File: src/rtl/lp_fltr_pkg.sv
`default_nettype none
// ------------------------------------------------------------------
// lp_fltr_pkg : shared constants and pipe-stage type for lp_fltr_sched
// Rev 1.0
// ------------------------------------------------------------------
package lp_fltr_pkg;

   localparam int DEF_DW  = 8;
   localparam int DEF_NCH = 4;
   localparam int CHW     = $clog2(DEF_NCH);
   localparam int LAT     = 3;
   localparam int XW      = DEF_DW + 2;

   // a carries x0, then p, then sum; b carries x1, then q; c carries x2
   typedef struct packed {
      logic                 valid;
      logic [CHW-1:0]       chan;
      logic signed [XW-1:0] a;
      logic signed [XW-1:0] b;
      logic signed [XW-1:0] c;
   } pipe_t;

   function automatic logic signed [XW-1:0] sext(input logic [DEF_DW-1:0] v);
      return {{(XW-DEF_DW){v[DEF_DW-1]}}, v};
   endfunction

endpackage
`default_nettype wire

File: src/rtl/lp_fltr_sched_arb.sv
`default_nettype none
// ------------------------------------------------------------------
// lp_rr_arb : NCH-wide round-robin arbiter with one-hot grant
// Rev 1.0
// ------------------------------------------------------------------
module lp_rr_arb #(
   parameter  int NCH = 4,
   localparam int CW  = $clog2(NCH)
) (
   input  logic           clk,
   input  logic           rst,
   input  logic [NCH-1:0] req,
   input  logic           en,
   output logic [NCH-1:0] gnt,
   output logic [CW-1:0]  gnt_idx,
   output logic           gnt_any
);

   logic [CW-1:0] ptr_q, ptr_d;
   logic [CW:0]   cand;

   always_comb begin
      gnt     = '0;
      gnt_idx = '0;
      gnt_any = 1'b0;
      cand    = '0;
      // scan cyclically from ptr; first requester wins
      for (int off = 0; off < NCH; off++) begin
         cand = {1'b0, ptr_q} + (CW+1)'(off);
         if (cand >= (CW+1)'(NCH)) cand = cand - (CW+1)'(NCH);
         if (en && !gnt_any && req[cand[CW-1:0]]) begin
            gnt[cand[CW-1:0]] = 1'b1;
            gnt_idx           = cand[CW-1:0];
            gnt_any           = 1'b1;
         end
      end
      ptr_d = ptr_q;
      if (gnt_any) ptr_d = (gnt_idx == CW'(NCH-1)) ? '0 : gnt_idx + 1'b1;
   end

   always_ff @(posedge clk) begin
      if (rst) ptr_q <= '0;
      else     ptr_q <= ptr_d;
   end

endmodule
`default_nettype wire

File: src/rtl/lp_fltr_sched.sv
`default_nettype none
// ------------------------------------------------------------------
// lp_fltr_sched : round-robin scheduled [1 2 1]/4 low-pass filter
// Rev 1.0
// ------------------------------------------------------------------
module lp_fltr_sched
   import lp_fltr_pkg::*;
#(
   parameter  int DW  = DEF_DW,
   parameter  int NCH = DEF_NCH,
   localparam int CW  = $clog2(NCH)
) (
   input  logic              clk,
   input  logic              rst,
   input  logic [NCH-1:0]    s_valid,
   input  logic [NCH*DW-1:0] s_data,
   output logic [NCH-1:0]    s_ready,
   input  logic [NCH-1:0]    ch_clr,
   output logic              m_valid,
   input  logic              m_ready,
   output logic [CW-1:0]     m_chan,
   output logic [DW-1:0]     m_data
);

   logic           stall;
   logic [NCH-1:0] gnt;
   logic [CW-1:0]  gnt_idx;
   logic           gnt_any;

   logic [DW-1:0]  h1_q [NCH];
   logic [DW-1:0]  h1_d [NCH];
   logic [DW-1:0]  h2_q [NCH];
   logic [DW-1:0]  h2_d [NCH];
   logic [DW-1:0]  x0, x1, x2;

   pipe_t          s0_q, s0_d, s1_q, s1_d, s2_q, s2_d;
   logic           m_valid_q, m_valid_d;
   logic [CW-1:0]  m_chan_q, m_chan_d;
   logic [DW-1:0]  m_data_q, m_data_d;
   logic           unused_bits;

   assign stall = m_valid_q & ~m_ready;

   lp_rr_arb #(.NCH(NCH)) u_arb (
      .clk     (clk),
      .rst     (rst),
      .req     (s_valid),
      .en      (!stall && !rst),
      .gnt     (gnt),
      .gnt_idx (gnt_idx),
      .gnt_any (gnt_any)
   );

   assign s_ready = gnt;

   always_comb begin
      h1_d = h1_q;
      h2_d = h2_q;
      // clears land before the accepted sample reads its taps
      for (int i = 0; i < NCH; i++) begin
         if (ch_clr[i]) begin
            h1_d[i] = '0;
            h2_d[i] = '0;
         end
      end
      x0 = s_data[gnt_idx*DW +: DW];
      x1 = h1_d[gnt_idx];
      x2 = h2_d[gnt_idx];
      if (gnt_any) begin
         h2_d[gnt_idx] = x1;
         h1_d[gnt_idx] = x0;
      end

      s0_d      = s0_q;
      s1_d      = s1_q;
      s2_d      = s2_q;
      m_valid_d = m_valid_q;
      m_chan_d  = m_chan_q;
      m_data_d  = m_data_q;
      if (!stall) begin
         s0_d.valid = gnt_any;
         s0_d.chan  = gnt_idx;
         s0_d.a     = sext(x0);
         s0_d.b     = sext(x1);
         s0_d.c     = sext(x2);

         s1_d.valid = s0_q.valid;
         s1_d.chan  = s0_q.chan;
         s1_d.a     = s0_q.a + s0_q.c;
         s1_d.b     = s0_q.b <<< 1;
         s1_d.c     = '0;

         s2_d.valid = s1_q.valid;
         s2_d.chan  = s1_q.chan;
         s2_d.a     = s1_q.a + s1_q.b;
         s2_d.b     = '0;
         s2_d.c     = '0;

         m_valid_d = s2_q.valid;
         if (s2_q.valid) begin
            m_chan_d = s2_q.chan;
            m_data_d = s2_q.a[DW+1:2];
         end
      end
   end

   always_ff @(posedge clk) begin
      if (rst) begin
         for (int i = 0; i < NCH; i++) begin
            h1_q[i] <= '0;
            h2_q[i] <= '0;
         end
         s0_q      <= '0;
         s1_q      <= '0;
         s2_q      <= '0;
         m_valid_q <= 1'b0;
         m_chan_q  <= '0;
         m_data_q  <= '0;
      end else begin
         h1_q      <= h1_d;
         h2_q      <= h2_d;
         s0_q      <= s0_d;
         s1_q      <= s1_d;
         s2_q      <= s2_d;
         m_valid_q <= m_valid_d;
         m_chan_q  <= m_chan_d;
         m_data_q  <= m_data_d;
      end
   end

   assign m_valid = m_valid_q;
   assign m_chan  = m_chan_q;
   assign m_data  = m_data_q;

   // fields that are dead past their stage; the low sum bits are the floor-shifted remainder
   assign unused_bits = ^{s1_q.c, s2_q.b, s2_q.c, s2_q.a[1:0]};

endmodule
`default_nettype wire
File: config.mk
export PLATFORM = sky130hd
export DESIGN_NAME = lp_fltr_sched
export DESIGN_NICKNAME = d
export VERILOG_FILES = /design/src/rtl/lp_fltr_pkg.sv /design/src/rtl/lp_fltr_sched_arb.sv /design/src/rtl/lp_fltr_sched.sv
export SDC_FILE = /design/constraint.sdc
export NUM_CORES = 1
export LEC_CHECK = 0
export BUFFER_PORTS_ARGS = -buffer_cell sky130_fd_sc_hd__buf_2
export CORE_UTILIZATION = 60
export CTS_CLUSTER_DIAMETER = 150
export CTS_CLUSTER_SIZE = 8
export DETAILED_ROUTE_END_ITERATION = 8
export PLACE_DENSITY_LB_ADDON = 0.3
export SETUP_SLACK_MARGIN = 0.02
export SYNTH_ARGS = -nofsm -noshare
export SYNTH_HDL_FRONTEND = slang
export SYNTH_SLANG_ARGS = --single-unit
File: constraint.sdc
create_clock -name clk -period 9.3 [get_ports clk]
set_input_delay 0.465 -clock clk [delete_from_list [all_inputs] [get_ports clk]]
set_output_delay 0.465 -clock clk [all_outputs]
set_load 0.05 [all_outputs]
* After elaboration in Yosys (flattened, before gate mapping) *
Cells that the tools add are included.

storage, ports and cells
  register bits = 138
  input bits = 43
  output and inout port bits = 15
  word-level logic and storage cells = 129

operators by class
  add/subtract/negate cells = 10
  $lt $le $gt $ge = 14
  equal/unequal tests = 1
  shift operators = 1
  mux-type cells = 53
  bitwise gates (word level) = 7
  reductions and logical operators = 19

operators with widths
  operator                                                           number
  two-way mux 8 bit                                                  13
  bitwise mux 32 bit                                                 2
  two-way mux 32 bit                                                 2
  binary-select mux 8 bit (select 2 bit)                             2
  variable part select 32 x 6 -> 8 bit                               1
  two-way mux 2 bit                                                  9
  demux 8 bit (select 2 bit)                                         1
  two-way mux 4 bit                                                  4
  logical AND 1 bit                                                  13
  greater-or-equal comparator 3 bit, second input constant           4
  less-than comparator 2 x 3 -> 1 bit, second input constant         4
  two-way mux 1 bit                                                  12
  OR 4 bit                                                           3
  adder 10 x 9 -> 10 bit                                             1
  adder 8 x 8 -> 9 bit                                               1
  binary-select mux 1 bit (select 2 bit)                             4
  demux 1 bit (select 2 bit)                                         4
  greater-or-equal comparator 2 x 1 -> 1 bit, second input constant  4
  subtractor 2 x 1 -> 2 bit, second input constant                   4
  adder 2 x 2 -> 3 bit, second input constant                        2
  logical NOT 1 bit                                                  5
  adder 2 x 1 -> 3 bit, second input constant                        1
  greater-or-equal comparator 2 x 3 -> 1 bit, second input constant  1
  less-than comparator 3 x 1 -> 1 bit, second input constant         1
  other kinds (6)                                                    7

* Longest topological paths before layout *
Gate-level depths: netlist of the first run.

  word-level depth = 25
  gate-level depth with buffers = 15
  depth with buffers taken out = 10

* Modules after synthesis *
Synthesis of the first run repeated with hierarchy kept, for this count alone.

second synthesis, totals
  cells, all modules = 767
  area, all modules = 6950.4 um^2

by module, submodules not included
  module         instances  cells each  area an instance (um^2)  sequential area each (um^2)
  lp_fltr_sched  1          705         6388.6                   2642.5
  lp_rr_arb      1          62          561.8                    40.0

* Worst setup path before layout of the first run *
Ideal clock, no wire load.

  path kind = register to output
  start point = reg u_arb.ptr_q[0]
  end point = out s_ready[0]
  arrival = 3.031 ns
  data required time = 8.835 ns
  slack = 5.804 ns
  stages on the path, launching flop included = 9
  buffers on the path = 2
  cells stage by stage = dfxtp_1 buf_2 inv_1 ha_1 buf_2 mux4_2 nor2_1 nand3_2 o21ai_0

on the way
  cells in the longest elaborated chain, start to end = 18
  elaborated cells between the ends (all ways) = 63
  classes of those cells = 7 x add/sub; 12 x order compare; 27 x mux; 3 x bitwise; 14 x reduce/logical

ends and longest elaborated chain
  item                                                           RTL line                 source
  from (decl)                                                    lp_fltr_sched_arb.sv:19  logic [CW-1:0] ptr_q, ptr_d;
  from (signal assigned)                                         lp_fltr_sched_arb.sv:43  else ptr_q <= ptr_d;
  branches (longest 17 deep; another with adder 2 x 1 -> 3 bit)  -
  two-way mux 4 bit *                                            lp_fltr_sched_arb.sv:31  if (en && !gnt_any && req[cand[CW-1:0]]) begin
  to (decl)                                                      lp_fltr_sched.sv:17      output logic [NCH-1:0] s_ready,

Mark *: on every way between the ends. The select of a mux whose other input is x is not followed.

* Final worst setup path of the first run *
  start point = reg u_arb.ptr_q[0]
  end point = reg h1_q[9] (netlist bit)

on the way
  cells in the longest elaborated chain, start to end = 25
  elaborated cells between the ends (all ways) = 50
  classes of those cells = 7 x add/sub; 6 x order compare; 1 x shift; 24 x mux; 1 x bitwise; 11 x reduce/logical

ends and longest elaborated chain
  item                                                                                                                   RTL line                 source
  greater-or-equal comparator 2 x 3 -> 1 bit / subtractor 2 x 1 -> 2 bit (equally long branches)                         lp_fltr_sched_arb.sv:30  if (cand >= (CW+1)'(NCH)) cand = cand - (CW+1)'(NCH);
  two-way mux 2 bit                                                                                                      lp_fltr_sched_arb.sv:30
  binary-select mux 1 bit (select 2 bit)                                                                                 lp_fltr_sched_arb.sv:31
  two-way mux 1 bit (implied by the code)                                                                                lp_fltr_sched_arb.sv:31
  logical AND 1 bit                                                                                                      lp_fltr_sched_arb.sv:31
  two-way mux 1 bit                                                                                                      lp_fltr_sched_arb.sv:31
  logical NOT 1 bit                                                                                                      lp_fltr_sched_arb.sv:31
  logical AND 1 bit (2 in a row)                                                                                         lp_fltr_sched_arb.sv:31
  (+8 left out)                                                                                                          -
  two-way mux 2 bit                                                                                                      lp_fltr_sched_arb.sv:31
  NOT 2 -> 3 bit (implied by the code)                                                                                   lp_fltr_sched.sv:71      h1_d[gnt_idx] = x0;
  greater-or-equal comparator 3 bit (implied by the code) / less-than comparator 3 x 1 -> 1 bit (equally long branches)  lp_fltr_sched.sv:71
  logical AND 1 bit (implied by the code)                                                                                lp_fltr_sched.sv:71
  two-way mux 8 bit (implied by the code)                                                                                lp_fltr_sched.sv:71
  demux 8 bit (select 2 bit)                                                                                             lp_fltr_sched.sv:71
  bitwise mux 32 bit                                                                                                     lp_fltr_sched.sv:71
  two-way mux 32 bit *                                                                                                   lp_fltr_sched.sv:69      if (gnt_any) begin
  to (signal, indexed assignment)                                                                                        lp_fltr_sched.sv:110     h1_q[i] <= '0;
  to (signal assigned)                                                                                                   lp_fltr_sched.sv:120     h1_q <= h1_d;
  to (decl)                                                                                                              lp_fltr_sched.sv:30      logic [DW-1:0] h1_q [NCH];

Mark *: on every way between the ends. The rest lies on a longest branch, timed or not. The select of a mux whose other input is x is not followed.
A chain may end at the register's enable or synchronous reset.

==> results.toml, run 1 <==
[clocking]
cts_resized = 0
path_clk_slew_ps = 60
clock-root-buffer = "clkbuf_8"
cts_buffer_depth = 2
clk_latency_ps = 530
cts_made_buffers = 17
ctsHoldBuffers = 0
cts_setup_buffers = 0
h-tree-depth = 4
cts_sinks = 134
tritoncts = "built"

[worst_setup_path]
path_common_cell = "ha_1"
worstPathRequired_ps = 9670
r2r_cells = 11
worstSetupEndpointType = "register"
cp_data_arrival_time_ps = 4900
critPathMaxFanout = 53
ff2ff_setup_slack_ps = 4760
r2r_end = "h1_q[9]$_SDFF_PP0_"
critical-path-max-stage-delay_ps = 590
startpoint = "u_arb.ptr_q[0]$_SDFFE_PP0N_"
r2r_start = "u_arb.ptr_q[0]$_SDFFE_PP0N_"
cp-start-kind = "register"
critPathSlowestCell = "mux4_2"
worstSetupPathType = "register to register"
crit_chain = "inv_1 -> ha_1 -> mux4_2 -> nor2b_1 -> nand3_2 -> a31oi_4 -> buf_4 -> ha_1 -> nand2_1 -> nand3_1 -> o21ai_1"

[timing]
fin_skew_ps = 11.2
slew_violations = 0
finalSetupTns_ps = 0
hold_viol = 0
rsz0062_at_grt = "no"
worstMarginPinSlew_ps = 1130
post-route-period-util = 0.488
fin_crit_ps = 4540
slew_headroom = 0.246
setup_viol = 0
clock.fmax_mhz = 220

[floorplanning]
boundaryPins = 58
die_width_um = 107
die_h_um = 107
num_rows = 37
die-area_mm2 = 0.0114
start_util = 0.628
core-area_mm2 = 0.0105

[synth]
synth_area_mm2 = 0.00660
avgSynthCellArea_um2 = 8.36
synth_area_leaders = "dfxtp_1 41%, nand2_1 7.0%, a21oi_1 6.7%"
synthCells = 790
yosysWarnings = 0
synth_flop_cell = "dfxtp_1"
ys_seq_elements = 134
synth_edf_count = 0
synthDistinctLibCells = 50
synthArstFlopShare = 0
seq_area_frac_synth = 0.406
yosys.area.top_type = "dfxtp_1"
synth.top_cell.area_share = 0.406
synth_nets = 854

[global_routing]
antenna_found_initial = 0
grt_max_degree = 76
grt.overflow.total = 0
grt_pass1_vias = 5491
grt_pass1_wl_mm = 26.4
gr-usage-all-layers = 0.296

[route]
route.detailed.drc = 0
wl_mm = 16.2
first_iter_violations = 494
num_vias = 5805
ant_nets = 0
vias_per_cell = 6.05
first_pass_iters = 6
wl_per_cell_um = 16.8

[cells_and_area]
syn2layout_area_growth_pct = 13.1
final_util = 0.711
insertedDiodeCount = 0
drive_gt1_frac = 0.151
mostFrequentLayoutCells = "134 x dfxtp_1, 124 x nand2_1, 88 x a21oi_1"
fill_cells = 784
layout_commonest_cell = "dfxtp_1"
finalNetCount = 874

[flow_run]
drv_cap = 0

[placement]
post-dp-hpwl_mm = 10.8
portBuffers = 57
gp_congestion = 0.872

[min_path]
whs_path_depth = 3
hold_path_end = "h1_q[4]$_SDFF_PP0_"
min_from = "s_data[28]"
hp-class = "primary input to register"

[power_and_ir_drop]
p_leak_uw = 0.00276
power_density_mw_per_mm2 = 229
vdd_drop_max_mv = 0.130

[outcome]
status = "complete, no violations"
-- worst max-delay path, delay by kind of cell, from the launching register on --
| kind | cells | cell delay, ps |
|---|---|---|
| flops | 1 | 560 |
| simple gates | 4 | 1290 |
| mux | 1 | 590 |
| fa+ha+maj | 2 | 800 |
| buf+inv | 2 | 790 |
| compound gates | 2 | 320 |
-- power by group --
| part | leakage [uW] | switching (uW) | internal, uW |
|---|---|---|---|
| Combinational | 0.00135 | 207 | 131 |
| Clock | 0.000316 | 249 | 478 |
| Sequential | 0.00109 | 28.7 | 620 |
-- state kept, by name (all words and copies together), names as in the netlist --
register / flops
s1_q: 19
h1_q: 32
m_valid: 1
u_arb.ptr_q: 2
m_data: 8
s2_q: 11
h2_q: 32
m_chan: 2
s0_q: 27
-- cell families after synthesis --
family | count (synthesis) | share of synthesized area
AND/OR/NAND/NOR | 293 | 0.217
AO/OA/AOI/OAI | 198 | 0.178
flip-flops | 134 | 0.406
buffers and inverters | 83 | 0.0546
multiplexers | 57 | 0.0966
adder cells (fa/ha/maj) | 21 | 0.0421
XOR/XNOR | 4 | 0.00530
-- Yosys cell counts (9+ instances only) --
library cell,count
a21oi_1,88
a31oi_1,11
buf_2,14
clkbuf_1,34
dfxtp_1,134
ha_1,19
inv_1,21
mux2_2,14
mux2i_1,39
nand2_1,124
nand2b_1,13
nand3_1,48
nand3b_1,12
nor2_1,34
nor2b_1,19
nor3_1,11
nor3b_1,17
o211ai_1,9
o21ai_0,33
o21ai_1,16
-- metrics by stage --
step           setup WS, ps  hold WS, ps  cells  power [uW]  area [um^2]
4_1_cts                4870          184    959        1710         7470
2_1_floorplan          5800          432    790         921         6600
5_1_grt                4500          192    959        1780         7470
6_report               4760          195    959        1710         7470
3_3_place_gp           5270          438    927         975         6830
3_5_place_dp           4980          446    927         988         6830
-- layout make-up --
class	instances	area, um^2	share of cell area
Clock buffer	21	449	0.0601
Clock inverter	11	195	0.0261
Inverter	22	82.6	0.0111
Multi-Input combinational cell	573	3570	0.478
Sequential cell	134	2680	0.359
Tap cell	136	170	0.0228
Timing Repair Buffer	62	323	0.0432
-- how the worst max path moves through the flow --
stage | slack [ps] | to | depth (start not counted)
after floorplan | 5800 | s_ready[0] | 8
after global placement | 5270 | h2_q[10]$_SDFF_PP0_ | 8
after CTS | 4870 | h1_q[9]$_SDFF_PP0_ | 11
after detailed placement | 4980 | h2_q[14]$_SDFF_PP0_ | 8
final | 4760 | h1_q[9]$_SDFF_PP0_ | 11
after global routing | 4500 | h2_q[10]$_SDFF_PP0_ | 11
-- routing by layer --
metal  vias to the layer above  GRT usage  part of all wire  wire length [um]
met5                         -          0                 0                 0
met4                         0      0.140             0.034               553
met3                        46     0.0644             0.063              1010
met2                       219      0.487              0.48              7680
met1                      2720      0.370              0.43              6910
li1                       2820          -                 -                 -
No activity file was read; power rests on OpenSTA's default activity.
==> run 2, diff against run 1 <==
CORE_UTILIZATION = 54   (was 60)
clock period = 4.1 ns   (was 9.3 ns; I/O delays follow)
==> results.toml, run 2 (same netlist as run 1, synthesis figures left out) <==
[timing]
finalSetupTns_ps = 0
worstMarginPinSlew_ps = 1100
post-route-period-util = 0.915
rsz0062_at_grt = "no"
setup_ws_ps = 349
fin_skew_ps = 7.56
setup_viol = 0
slew_violations = 0
hold_viol = 0
clock.fmax_mhz = 267
slew_headroom = 0.264
fin_crit_ps = 3750

[worst_setup_path]
crit_chain = "inv_1 -> ha_1 -> mux4_2 -> nor2_1 -> nand3_2 -> a31oi_4 -> buf_4 -> nand2b_1 -> nand3b_1 -> a21oi_1"
r2r_start = "u_arb.ptr_q[1]$_SDFFE_PP0N_"
cp-start-kind = "register"
cp_data_arrival_time_ps = 4000
r2r_end = "h1_q[3]$_SDFF_PP0_"
cp_top_family = "simple AND/OR/NAND/NOR gates"
setup.worst_path.end = "h1_q[3]$_SDFF_PP0_"
worstSetupPathType = "register to register"
worstPathRequired_ps = 4350
r2r_cells = 10
critical-path-max-stage-delay_ps = 570
critPathSlowestCell = "mux4_2"
worst-path-stages = 10
critPathMaxFanout = 16
ff2ff_setup_slack_ps = 350
startpoint = "u_arb.ptr_q[1]$_SDFFE_PP0N_"
path_buf_inv = 2
worstSetupEndpointType = "register"

[clocking]
tritoncts = "built"
clock-root-buffer = "clkbuf_16"
path_clk_slew_ps = 60
ctsHoldBuffers = 0
h-tree-depth = 4
clk_latency_ps = 410
cts_resized = 0
cts_sinks = 134
cts_made_buffers = 17
cts_buffer_depth = 2
cts_setup_buffers = 0

[cells_and_area]
syn2layout_area_growth_pct = 13.1
layout_commonest_cell = "dfxtp_1"
final_area_mm2 = 0.00747
drive_gt1_frac = 0.158
mostFrequentLayoutCells = "134 x dfxtp_1, 124 x nand2_1, 88 x a21oi_1"
finalNetCount = 885
fill_cells = 1023
finalNonFillerCells = 980
insertedDiodeCount = 0
reg.largest.list = "h1_q (32), h2_q (32), s0_q (27)"

[global_routing]
grt.overflow.total = 0
grt_max_degree = 79
grt_pass1_wl_mm = 25.9
gr-usage-all-layers = 0.258
antenna_found_initial = 0
grt_pass1_vias = 5332

[floorplanning]
die_width_um = 113
start_util = 0.552
core-area_mm2 = 0.0120
boundaryPins = 58
num_rows = 40
die_h_um = 113
die-area_mm2 = 0.0127

[placement]
dp_slack_ps = 232
post-dp-hpwl_mm = 10.7
portBuffers = 57
place_area_mm2 = 0.00691
gp_congestion = 0.875
place_inst = 945

[min_path]
hp-class = "primary input to register"

[route]
route.detailed.drc = 0
first_pass_iters = 5
wl_per_cell_um = 16.2
wl_mm = 15.9
first_iter_violations = 524
num_vias = 5745
vias_per_cell = 5.86
ant_nets = 0

[flow_run]
drv_cap = 0

[power_and_ir_drop]
vdd_drop_max_mv = 0.283
p_leak_uw = 0.00276
power_density_mw_per_mm2 = 487

[outcome]
status = "complete, no violations"
[run 2: through the flow]
step           hold slack (ps)   util  total power [uW]
3_3_place_gp               438  0.577              2230
5_1_grt                   56.5  0.624              3810
6_report                  54.0  0.624              3640
2_1_floorplan              341      -              2090
4_1_cts                   36.7  0.622              3640
3_5_place_dp               443  0.577              2260
[run 2: area by class of cell]
class                      count  area [um^2]  area share
clock buffer                  22          454      0.0608
clock inverter                 9         80.1      0.0107
inverter                      22         82.6      0.0111
multi-input combinational    573         3570       0.478
sequential                   134         2680       0.359
tap                          147          184      0.0246
timing repair buffer          73          418      0.0559
[run 2: how the worst min path moves through the flow]
stage                            from                endpoint  slack (ps)  cells after the start
3_3_place_gp    s2_q[22]$_SDFFE_PP0N_  m_data[0]$_SDFFE_PP0P_         440                      2
2_1_floorplan               s_data[8]     h1_q[16]$_SDFF_PP0_         340                      2
6_report                   s_data[10]     h1_q[18]$_SDFF_PP0_          50                      3
4_1_cts                    s_data[24]      h1_q[0]$_SDFF_PP0_          40                      3
3_5_place_dp   m_chan[1]$_SDFFE_PP0P_  m_chan[1]$_SDFFE_PP0P_         440                      2
5_1_grt                    s_data[28]      h1_q[4]$_SDFF_PP0_          60                      3
[run 2: report_power, final]
group / total, uW / switching, uW / internal (uW)
logic: 799 / 477 / 322
clock network: 1370 / 532 / 842
registers: 1470 / 60.0 / 1410
total: 3640 / 1070 / 2570
[run 2: metal layers]
| metal | up-vias | part of all wire | track usage |
|---|---|---|---|
| li1 | 2842 | - | - |
| met1 | 2687 | 0.45 | 0.334 |
| met2 | 189 | 0.47 | 0.417 |
| met3 | 27 | 0.049 | 0.0578 |
| met4 | 0 | 0.025 | 0.107 |
| met5 | - | 0 | 0 |
[run 2: tightest hold or removal path, delay by kind of cell]
| family | cells | cell delay, ps |
|---|---|---|
| buffers and inverters | 1 | 110 |
| AO/OA/AOI/OAI | 1 | 50 |
| AND/OR/NAND/NOR | 1 | 50 |
